--- src/rtl/packet_read_adapter_if.sv ---
// rtl/packet_read_adapter_if.sv - CPU load request/response and packet RAM read signals for packet_read_adapter
interface packet_read_adapter_if #(
    parameter int PACKET_BYTE_ADDR_WIDTH = 12,
    parameter int PACKET_ADDR_WIDTH      = PACKET_BYTE_ADDR_WIDTH - 2
) ();
    logic                              rd_en;
    logic [PACKET_BYTE_ADDR_WIDTH-1:0] byte_addr;
    logic [1:0]                        transfer_sz;
    logic [PACKET_BYTE_ADDR_WIDTH:0]   packet_len;
    logic [31:0]                       packet_data;
    logic                              mem_ready;
    logic                              oob;
    logic                              busy;
    logic                              ram_rd_en;
    logic [PACKET_ADDR_WIDTH-1:0]      ram_addr;
    logic [31:0]                       ram_rd_data;

    modport slave (
        input  rd_en, byte_addr, transfer_sz, packet_len, ram_rd_data,
        output packet_data, mem_ready, oob, busy, ram_rd_en, ram_addr
    );

    modport master (
        output rd_en, byte_addr, transfer_sz, packet_len, ram_rd_data,
        input  packet_data, mem_ready, oob, busy, ram_rd_en, ram_addr
    );
endinterface

--- src/rtl/packet_read_adapter.sv ---
// rtl/packet_read_adapter.sv - byte/half/word packet loads from 32-bit packet RAM with bounds check
module packet_read_adapter #(
    parameter int PACKET_BYTE_ADDR_WIDTH = 12,
    parameter int PACKET_ADDR_WIDTH      = PACKET_BYTE_ADDR_WIDTH - 2
) (
    input  logic                  clk,
    input  logic                  rst,
    packet_read_adapter_if.slave  bus
);
    localparam int W = PACKET_BYTE_ADDR_WIDTH;

    typedef enum logic [1:0] {IDLE, WAIT1, WAIT2} state_t;

    state_t         state, state_d;
    logic [W-1:0]   addr_q;
    logic [1:0]     sz_q;
    logic           crossing_q;
    logic [31:0]    word0_q;
    logic [31:0]    data_q;
    logic           mem_ready_q;
    logic           oob_q;

    logic [2:0]     req_n;
    logic [W:0]     end_sum;
    logic           req_oob;
    logic           req_crossing;
    logic [63:0]    stream;
    logic [63:0]    shifted;
    logic [31:0]    assembled;

    always_comb begin
        case (bus.transfer_sz)
            2'b00:   req_n = 3'd4;
            2'b01:   req_n = 3'd2;
            2'b10:   req_n = 3'd1;
            default: req_n = 3'd0;
        endcase
    end

    // A request ending past the top of the RAM would wrap the word address,
    // so it is rejected even if packet_len claims more bytes.
    assign end_sum      = {1'b0, bus.byte_addr} + {{(W-2){1'b0}}, req_n};
    assign req_oob      = (bus.transfer_sz == 2'b11) || (end_sum > bus.packet_len)
                          || (end_sum > {1'b1, {W{1'b0}}});
    assign req_crossing = ({1'b0, bus.byte_addr[1:0]} + req_n) > 3'd4;

    assign stream    = (state == WAIT2) ? {word0_q, bus.ram_rd_data} : {bus.ram_rd_data, 32'h0};
    assign shifted   = stream << {addr_q[1:0], 3'b000};

    always_comb begin
        case (sz_q)
            2'b00:   assembled = shifted[63:32];
            2'b01:   assembled = {16'h0, shifted[63:48]};
            default: assembled = {24'h0, shifted[63:56]};
        endcase
    end

    always_comb begin
        state_d       = state;
        bus.ram_rd_en = 1'b0;
        bus.ram_addr  = '0;
        case (state)
            IDLE: begin
                if (bus.rd_en && !req_oob) begin
                    bus.ram_rd_en = 1'b1;
                    bus.ram_addr  = bus.byte_addr[W-1:2];
                    state_d       = WAIT1;
                end
            end
            WAIT1: begin
                if (crossing_q) begin
                    bus.ram_rd_en = 1'b1;
                    bus.ram_addr  = addr_q[W-1:2] + PACKET_ADDR_WIDTH'(1);
                    state_d       = WAIT2;
                end else begin
                    state_d = IDLE;
                end
            end
            default: state_d = IDLE;
        endcase
    end

    always_ff @(posedge clk) begin
        if (rst) begin
            state       <= IDLE;
            addr_q      <= '0;
            sz_q        <= '0;
            crossing_q  <= 1'b0;
            word0_q     <= '0;
            data_q      <= '0;
            mem_ready_q <= 1'b0;
            oob_q       <= 1'b0;
        end else begin
            state       <= state_d;
            mem_ready_q <= 1'b0;
            oob_q       <= 1'b0;
            case (state)
                IDLE: begin
                    if (bus.rd_en) begin
                        addr_q     <= bus.byte_addr;
                        sz_q       <= bus.transfer_sz;
                        crossing_q <= req_crossing;
                        if (req_oob) begin
                            mem_ready_q <= 1'b1;
                            oob_q       <= 1'b1;
                            data_q      <= '0;
                        end
                    end
                end
                WAIT1: begin
                    if (crossing_q) begin
                        word0_q <= bus.ram_rd_data;
                    end else begin
                        data_q      <= assembled;
                        mem_ready_q <= 1'b1;
                    end
                end
                default: begin
                    data_q      <= assembled;
                    mem_ready_q <= 1'b1;
                end
            endcase
        end
    end

    assign bus.packet_data = data_q;
    assign bus.mem_ready   = mem_ready_q;
    assign bus.oob         = oob_q;
    assign bus.busy        = (state != IDLE);
endmodule

--- src/flat_wrapper.sv ---
// flat-port wrapper written by rule: the top's interface ports become plain ports
module packet_read_adapter_flat 
#(
    parameter int PACKET_BYTE_ADDR_WIDTH = 12,
    parameter int PACKET_ADDR_WIDTH      = PACKET_BYTE_ADDR_WIDTH - 2
)
  (clk, rst, bus_rd_en, bus_byte_addr, bus_transfer_sz, bus_packet_len, bus_ram_rd_data, bus_packet_data, bus_mem_ready, bus_oob, bus_busy, bus_ram_rd_en, bus_ram_addr);
  packet_read_adapter_if #(.PACKET_BYTE_ADDR_WIDTH(PACKET_BYTE_ADDR_WIDTH), .PACKET_ADDR_WIDTH(PACKET_ADDR_WIDTH)) bus_i ();
  input  logic clk;
  input  logic rst;
  input wire logic [$bits(bus_i.rd_en)-1:0] bus_rd_en;
  input wire logic [$bits(bus_i.byte_addr)-1:0] bus_byte_addr;
  input wire logic [$bits(bus_i.transfer_sz)-1:0] bus_transfer_sz;
  input wire logic [$bits(bus_i.packet_len)-1:0] bus_packet_len;
  input wire logic [$bits(bus_i.ram_rd_data)-1:0] bus_ram_rd_data;
  output wire logic [$bits(bus_i.packet_data)-1:0] bus_packet_data;
  output wire logic [$bits(bus_i.mem_ready)-1:0] bus_mem_ready;
  output wire logic [$bits(bus_i.oob)-1:0] bus_oob;
  output wire logic [$bits(bus_i.busy)-1:0] bus_busy;
  output wire logic [$bits(bus_i.ram_rd_en)-1:0] bus_ram_rd_en;
  output wire logic [$bits(bus_i.ram_addr)-1:0] bus_ram_addr;
  assign bus_i.rd_en = bus_rd_en;
  assign bus_i.byte_addr = bus_byte_addr;
  assign bus_i.transfer_sz = bus_transfer_sz;
  assign bus_i.packet_len = bus_packet_len;
  assign bus_i.ram_rd_data = bus_ram_rd_data;
  assign bus_packet_data = bus_i.packet_data;
  assign bus_mem_ready = bus_i.mem_ready;
  assign bus_oob = bus_i.oob;
  assign bus_busy = bus_i.busy;
  assign bus_ram_rd_en = bus_i.ram_rd_en;
  assign bus_ram_addr = bus_i.ram_addr;
  packet_read_adapter #(.PACKET_BYTE_ADDR_WIDTH(PACKET_BYTE_ADDR_WIDTH), .PACKET_ADDR_WIDTH(PACKET_ADDR_WIDTH)) u_core (.clk(clk), .rst(rst), .bus(bus_i));
endmodule
--- config.mk ---
export PLATFORM = sky130hd
export DESIGN_NAME = packet_read_adapter_flat
export DESIGN_NICKNAME = d
export VERILOG_FILES = /design/src/rtl/packet_read_adapter_if.sv /design/src/rtl/packet_read_adapter.sv /design/src/flat_wrapper.sv
export SDC_FILE = /design/constraint.sdc
export NUM_CORES = 1
export LEC_CHECK = 0
export CORE_UTILIZATION = 60
export CTS_BUF_LIST = sky130_fd_sc_hd__clkbuf_16
export CTS_CLUSTER_DIAMETER = 200
export DETAILED_ROUTE_END_ITERATION = 8
export DONT_BUFFER_PORTS = 1
export GPL_TIMING_DRIVEN = 0
export PLACE_DENSITY = 0.72
export SYNTH_ARGS = -nofsm -noshare
export SYNTH_HDL_FRONTEND = slang
export SYNTH_SLANG_ARGS = --single-unit
--- constraint.sdc ---
create_clock -name clk -period 8.2 [get_ports clk]
set_input_delay 0.41 -clock clk [delete_from_list [all_inputs] [get_ports clk]]
set_output_delay 0.41 -clock clk [all_outputs]
set_load 0.02 [all_outputs]
==> impl_metrics.env, run 1 <==
export IMPL_status="finished, final reports clean"
export IMPL_syn_avg_cell_area_sq_um=8.53
export IMPL_crit_path_end="bus_ram_addr[5]"
export IMPL_required_ns=7.79
export IMPL_synthDistinctLibCells=53
export IMPL_syn_nets=737
export IMPL_design_die_area_sq_um=9730
export IMPL_synth_top_area_share=0.296
export IMPL_cts_hold_buf=0
export IMPL_cp_start_kind="input pin"
export IMPL_cp_buffers_inverters=1
export IMPL_drv_cap=0
export IMPL_grt_pass1_wl_um=25100
export IMPL_post_route_drc_count=0
export IMPL_slew_headroom=0.334
export IMPL_fillCellCount=765
export IMPL_drt_vias_per_instance=6.31
export IMPL_drive_gt1_frac=0.116
export IMPL_tns_ns=0
export IMPL_routabilityCongestion=0.996
export IMPL_crit_start="bus_transfer_sz[1]"
export IMPL_cts_root_buf="clkbuf_16"
export IMPL_port_buffers=0
export IMPL_syn2layout_area_growth_pct=7.35
export IMPL_finClkSkew_ns=0.00646
export IMPL_finalNetCount=748
export IMPL_slowest_stage="fa_1"
export IMPL_n_antenna_cell=0
export IMPL_finalCritPeriodShare=0.498
export IMPL_die_h_um=98.6
export IMPL_cp_end_kind="primary output"
export IMPL_hp_class="in2reg"
export IMPL_fin_cells=781
export IMPL_synth_commonest_cells="130 x nand2_1, 83 x dfxtp_1, 76 x mux2i_1"
export IMPL_synthMostInstantiatedCell="nand2_1"
export IMPL_fmax_mhz=245
export IMPL_reg2reg_from="u_core.state[0]$_SDFFE_PP0P_"
export IMPL_rsz0062_at_grt="no"
export IMPL_ys_warn_count=0
export IMPL_start_util=0.630
export IMPL_synth_ff_type="dfxtp_1"
export IMPL_drtIter0Drc=484
export IMPL_min_from="bus_ram_rd_data[27]"
export IMPL_wl_per_cell_um=20.1
export IMPL_synth_area_leader_cell="dfxtp_1"
export IMPL_synth_edf_count=0
export IMPL_critical_path_max_stage_delay_ns=0.45
export IMPL_grt_max_degree=16
export IMPL_syn_inst=657
export IMPL_drt_wl_total_um=15700
export IMPL_ctsResizeCount=0
export IMPL_grt_pass1_vias=4781
export IMPL_async_flop_share=0
export IMPL_fin_crit_ns=4.09
export IMPL_worst_pin_slew_ns=0.991
export IMPL_multiInputGateArea_sq_um=3650
export IMPL_register_area_sq_um=1660
export IMPL_crit_path_cell_trace="nor2b_1 > ha_1 > fa_1 > a21oi_2 > nor2_1 > xor2_1 > ha_1 > a21oi_1 > o21a_1 > o221a_2 > o211ai_1 > a21o_1 > buf_2 > o22ai_1"
export IMPL_r2r_end="u_core.bus.packet_data[7]$_SDFFE_PP0P_"
export IMPL_cts_num_sinks=83
export IMPL_peakVddDrop_uv=94.3
export IMPL_cts_tree="yes"
export IMPL_ys_ff_latch=83
export IMPL_ff2ff_setup_slack_ns=5.70
export IMPL_vias=4928
export IMPL_clkTransAtPathRegs_ns=0.07
export IMPL_placed_cells=765
export IMPL_worstPathArrival_ns=3.68
export IMPL_cts_buffer_depth=2
export IMPL_rows=34
export IMPL_cpLargestDelayFamily="compound AO/OA/AOI/OAI gates"
export IMPL_critical_path_class="in2out"
export IMPL_leakagePower_nw=2.42
export IMPL_die_x_um=98.6
export IMPL_cts_setup_buffers=0
export IMPL_cts_made_buffers=9
export IMPL_htreeDepth=3
export IMPL_pin_count=108
export IMPL_finalSetupViolCount=0
export IMPL_path_common_cell="ha_1"
export IMPL_syn_area_sq_um=5600
export IMPL_power_density_nw_per_um2=168
export IMPL_antenna_left=0
export IMPL_finalMaxSlewViolations=0
export IMPL_worstPathMaxFanout=10
export IMPL_r2r_cells=9
export IMPL_antenna_found_initial=0
export IMPL_post_dp_hpwl_um=12200
export IMPL_coreArea_sq_um=8890
export IMPL_dr_pass1_iters=6
export IMPL_yosysSeqAreaShare=0.296
export IMPL_hold_violations=0
export IMPL_cp_depth=14
export IMPL_grt_use_total=0.330
export IMPL_grt_overflow=0
export IMPL_clk_latency_ns=0.34
export IMPL_synth_area_leaders="dfxtp_1 30%, mux2i_1 14%, nand2_1 8.7%, a21oi_1 5.4%, mux4_2 5.2%"
state kept, by name, summed over array words and instances (netlist names):
| name | flops |
|---|---|
| u_core.addr_q | 12 |
| u_core.bus.oob | 1 |
| u_core.bus.mem_ready | 1 |
| u_core.word0_q | 32 |
| u_core.bus.packet_data | 32 |
| u_core.sz_q | 2 |
| u_core.state | 2 |
| u_core.crossing_q | 1 |
stage by stage:
| step | setup slack [ns] | hold slack [ns] | instance area (sq um) | utilization | power (mW) |
|---|---|---|---|---|---|
| 6_report | 4.11 | 0.195 | 6020 | 0.677 | 1.01 |
| 5_1_grt | 3.91 | 0.197 | 6020 | 0.677 | 1.05 |
| 4_1_cts | 4.10 | 0.193 | 6020 | 0.677 | 1.01 |
| 3_5_place_dp | 4.10 | 0.447 | 5740 | 0.646 | 0.631 |
| 3_3_place_gp | 4.18 | 0.442 | 5740 | 0.646 | 0.624 |
| 2_1_floorplan | 4.56 | 0.436 | 5600 | - | 0.587 |
layer usage:
layer | track usage | vias up | part of all wire
met5 | 0 | - | 0
met4 | 0.0953 | 0 | 0.016
met3 | 0.101 | 26 | 0.11
met2 | 0.492 | 272 | 0.43
met1 | 0.461 | 2288 | 0.44
li1 | - | 2342 | -
report_power, final:
group          switching (mW)  leakage (nW)  total (mW)  internal [mW]
Clock                   0.176         0.132       0.383          0.207
Combinational           0.117          1.62       0.197         0.0796
Sequential             0.0154         0.672       0.430          0.414
worst min path at each step:
stage | endpoint | slack [ns] | cells after the start
detailed placement | u_core.word0_q[24]$_SDFFE_PP0P_ | 0.45 | 2
CTS | u_core.word0_q[29]$_SDFFE_PP0P_ | 0.19 | 2
floorplan | u_core.word0_q[0]$_SDFFE_PP0P_ | 0.44 | 2
global route | u_core.word0_q[1]$_SDFFE_PP0P_ | 0.20 | 2
global placement | u_core.word0_q[22]$_SDFFE_PP0P_ | 0.44 | 2
finish | u_core.word0_q[27]$_SDFFE_PP0P_ | 0.19 | 2
cell usage in the layout, fill, tap and decap left out, drive strengths merged, types with 2 or more instances in the layout:
cell / Yosys / final
nand2: 130 / 130
dfxtp: 83 / 83
mux2i: 76 / 76
a21oi: 64 / 64
clkbuf: 28 / 37
nor2: 28 / 28
o21ai: 25 / 25
nor2b: 20 / 20
inv: 18 / 20
mux2: 20 / 20
buf: 18 / 18
ha: 17 / 17
o22ai: 16 / 16
xor2: 13 / 13
mux4: 13 / 13
a32o: 9 / 9
nand3: 9 / 9
xnor2: 8 / 8
o211ai: 7 / 7
nor3: 6 / 6
o21a: 6 / 6
a22oi: 5 / 5
nand4: 5 / 5
or3: 4 / 4
or2: 4 / 4
clkinv: 1 / 4
and3: 3 / 3
nand2b: 3 / 3
a211oi: 2 / 2
o211a: 2 / 2
o31ai: 2 / 2
clkinvlp: 0 / 2
nor4: 2 / 2
logic make-up after synthesis:
kind of cell | share of synthesized area
flops | 0.296
fa+ha+maj | 0.0415
simple gates | 0.176
mux | 0.237
compound gates | 0.164
xor+xnor | 0.0328
buf+inv | 0.0525
area by class of cell:
class | instances | share of cell area
flip-flops and latches | 83 | 0.276
clock inverters | 7 | 0.00853
inverters | 19 | 0.0119
well taps | 108 | 0.0225
multi-input cells | 509 | 0.606
plain buffers | 46 | 0.0370
clock buffers | 9 | 0.0374
(Power assumes the default switching activity.)
==> inputs of run 2 (changes only) <==
==> constraint.sdc (replaced) <==
create_clock -name clk -period 3.8 [get_ports clk]
set_input_delay 0.19 -clock clk [delete_from_list [all_inputs] [get_ports clk]]
set_output_delay 0.19 -clock clk [all_outputs]
set_load 0.02 [all_outputs]
==> run 2 against run 1 <==
Effect of this change:
- the run now ends with negative hold slack left
- sequential power up 120%
- clock skew up 0.0020 ns
- routed wire length up 4.3%
- largest cell class unchanged
- largest power group unchanged
- highest routed layer unchanged
==> impl_metrics.env, run 2 (synthesis results as in run 1) <==
export IMPL_critical_path_max_stage_delay_ns=0.45
export IMPL_coreArea_sq_um=8890
export IMPL_drt_vias_per_instance=6.31
export IMPL_post_dp_hpwl_um=12200
export IMPL_cp_start_kind="input pin"
export IMPL_fin_hold_ws_ns=-0.0000369
export IMPL_finClkSkew_ns=0.00844
export IMPL_leakagePower_nw=2.56
export IMPL_rows=34
export IMPL_power_density_nw_per_um2=349
export IMPL_post_route_drc_count=0
export IMPL_required_ns=3.61
export IMPL_die_x_um=98.6
export IMPL_fmax_mhz=275
export IMPL_clk_latency_ns=0.35
export IMPL_peakVddDrop_uv=209
export IMPL_combinationalPowerShare=0.205
export IMPL_crit_path_cell_trace="nor2b_1 > ha_1 > fa_1 > a21oi_2 > nor2_1 > xor2_1 > ha_1 > a21oi_1 > o21a_1 > o221a_2 > o211ai_1 > a21o_1 > buf_2 > o22ai_1"
export IMPL_grt_pass1_wl_um=26100
export IMPL_rsz0062_at_grt="yes"
export IMPL_tns_ns=0
export IMPL_finalSetupViolCount=0
export IMPL_slowest_stage="fa_1"
export IMPL_grt_use_total=0.343
export IMPL_antenna_left=0
export IMPL_cp_buffers_inverters=1
export IMPL_hp_class="in2reg"
export IMPL_vias=5139
export IMPL_path_common_cell="ha_1"
export IMPL_drv_cap=0
export IMPL_cts_root_buf="clkbuf_16"
export IMPL_switching_share=0.307
export IMPL_cts_tree="yes"
export IMPL_p_seq_frac=0.418
export IMPL_pin_count=108
export IMPL_syn2layout_area_growth_pct=13.4
export IMPL_drive_gt1_frac=0.110
export IMPL_cts_setup_buffers=0
export IMPL_slew_headroom=0.352
export IMPL_cp_end_kind="primary output"
export IMPL_fin_crit_ns=3.63
export IMPL_drtIter0Drc=627
export IMPL_dr_pass1_iters=5
export IMPL_worst_pin_slew_ns=0.965
export IMPL_finalNetCount=782
export IMPL_finalMaxSlewViolations=0
export IMPL_routabilityCongestion=0.996
export IMPL_antenna_found_initial=0
export IMPL_cts_buffer_depth=2
export IMPL_grt_overflow=0
export IMPL_drt_wl_total_um=16400
export IMPL_ctsResizeCount=0
export IMPL_critical_path_class="in2out"
export IMPL_cpLargestDelayFamily="compound AO/OA/AOI/OAI gates"
export IMPL_p_sw_mw=0.681
export IMPL_finalCritPeriodShare=0.957
export IMPL_fillCellCount=710
export IMPL_cts_num_sinks=83
export IMPL_design_die_area_sq_um=9730
export IMPL_layout_commonest_cell="nand2_1"
export IMPL_cts_made_buffers=9
export IMPL_violations="negative hold slack"
export IMPL_start_util=0.630
export IMPL_port_buffers=0
export IMPL_hold_violations=1
export IMPL_htreeDepth=3
export IMPL_status="finished, violations left"
export IMPL_grt_pass1_vias=5028
export IMPL_worstPathMaxFanout=10
export IMPL_wl_per_cell_um=20.1
export IMPL_worstPathArrival_ns=3.44
export IMPL_cell_internal_pwr_mw=1.54
export IMPL_clkTransAtPathRegs_ns=0.06
export IMPL_grt_max_degree=16
export IMPL_die_h_um=98.6
export IMPL_power_frac_clock=0.376
export IMPL_n_antenna_cell=0
export IMPL_p_total_mw=2.22
export IMPL_layout_common_cells="130 x nand2_1, 83 x dfxtp_1, 76 x mux2i_1"
==> run 2: path summary, 6_finish.rpt <==
check	from	end	slack [ns]	depth (start not counted)
min	bus_ram_rd_data[23]	u_core.word0_q[23]$_SDFFE_PP0P_	-0.00004	2
max	bus_transfer_sz[1]	bus_ram_addr[5]	0.17	14
min reg2reg	u_core.word0_q[27]$_SDFFE_PP0P_	u_core.word0_q[27]$_SDFFE_PP0P_	0.46	2
max reg2reg	u_core.state[0]$_SDFFE_PP0P_	u_core.bus.packet_data[7]$_SDFFE_PP0P_	1.31	9
==> run 2: worst register-to-register path, cell delays in order (launching register included) <==
cell	delay [ns]
dfxtp_1	0.39
nand2b_1	0.12
buf_2	0.20
buf_4	0.26
mux2i_1	0.41
o21ai_0	0.18
mux2i_1	0.26
mux2_2	0.20
o22ai_1	0.08
mux2_4	0.29
==> run 2: stage by stage <==
| step | instance area (sq um) | util | worst slack (ns) | std cells |
|---|---|---|---|---|
| after floorplan | 5600 | - | 0.424 | 657 |
| after global placement | 5740 | 0.646 | 0.0732 | 765 |
| after detailed placement | 5740 | 0.646 | -0.0286 | 765 |
| after CTS | 6360 | 0.715 | 0.138 | 815 |
| after global routing | 6360 | 0.715 | -0.0526 | 815 |
| final | 6360 | 0.715 | 0.165 | 815 |
==> run 2: repair_timing <==
action                                 4_1_cts  5_1_grt
setup endpoints to repair                    0        9
endpoints found under the hold margin       34        0
hold buffers                                34        0
==> run 2: cell type report <==
class | instances | area, sq um | share of cell area
inverters | 19 | 71.3 | 0.0112
plain buffers | 46 | 223 | 0.0350
well taps | 108 | 135 | 0.0213
flip-flops and latches | 83 | 1660 | 0.261
repair buffers | 34 | 340 | 0.0535
clock inverters | 7 | 51.3 | 0.00807
clock buffers | 9 | 225 | 0.0354
multi-input cells | 509 | 3650 | 0.574
==> run 2: power by group through the flow <==
stage               clock network, mW  registers [mW]  logic, mW
floorplan                           0           0.941      0.325
global placement                    0           0.946      0.401
detailed placement                  0           0.947      0.415
CTS                             0.832           0.927      0.447
global route                    0.872           0.930      0.492
finish                          0.834           0.927      0.455
==> run 2: per-layer routing <==
metal	wire (um)	global-route usage	share of wire	vias up
met4	258	0.0964	0.016	0
li1	-	-	-	2412
met2	7110	0.529	0.43	304
met1	7260	0.474	0.44	2390
met3	1730	0.0901	0.11	33
met5	0	0	0	-
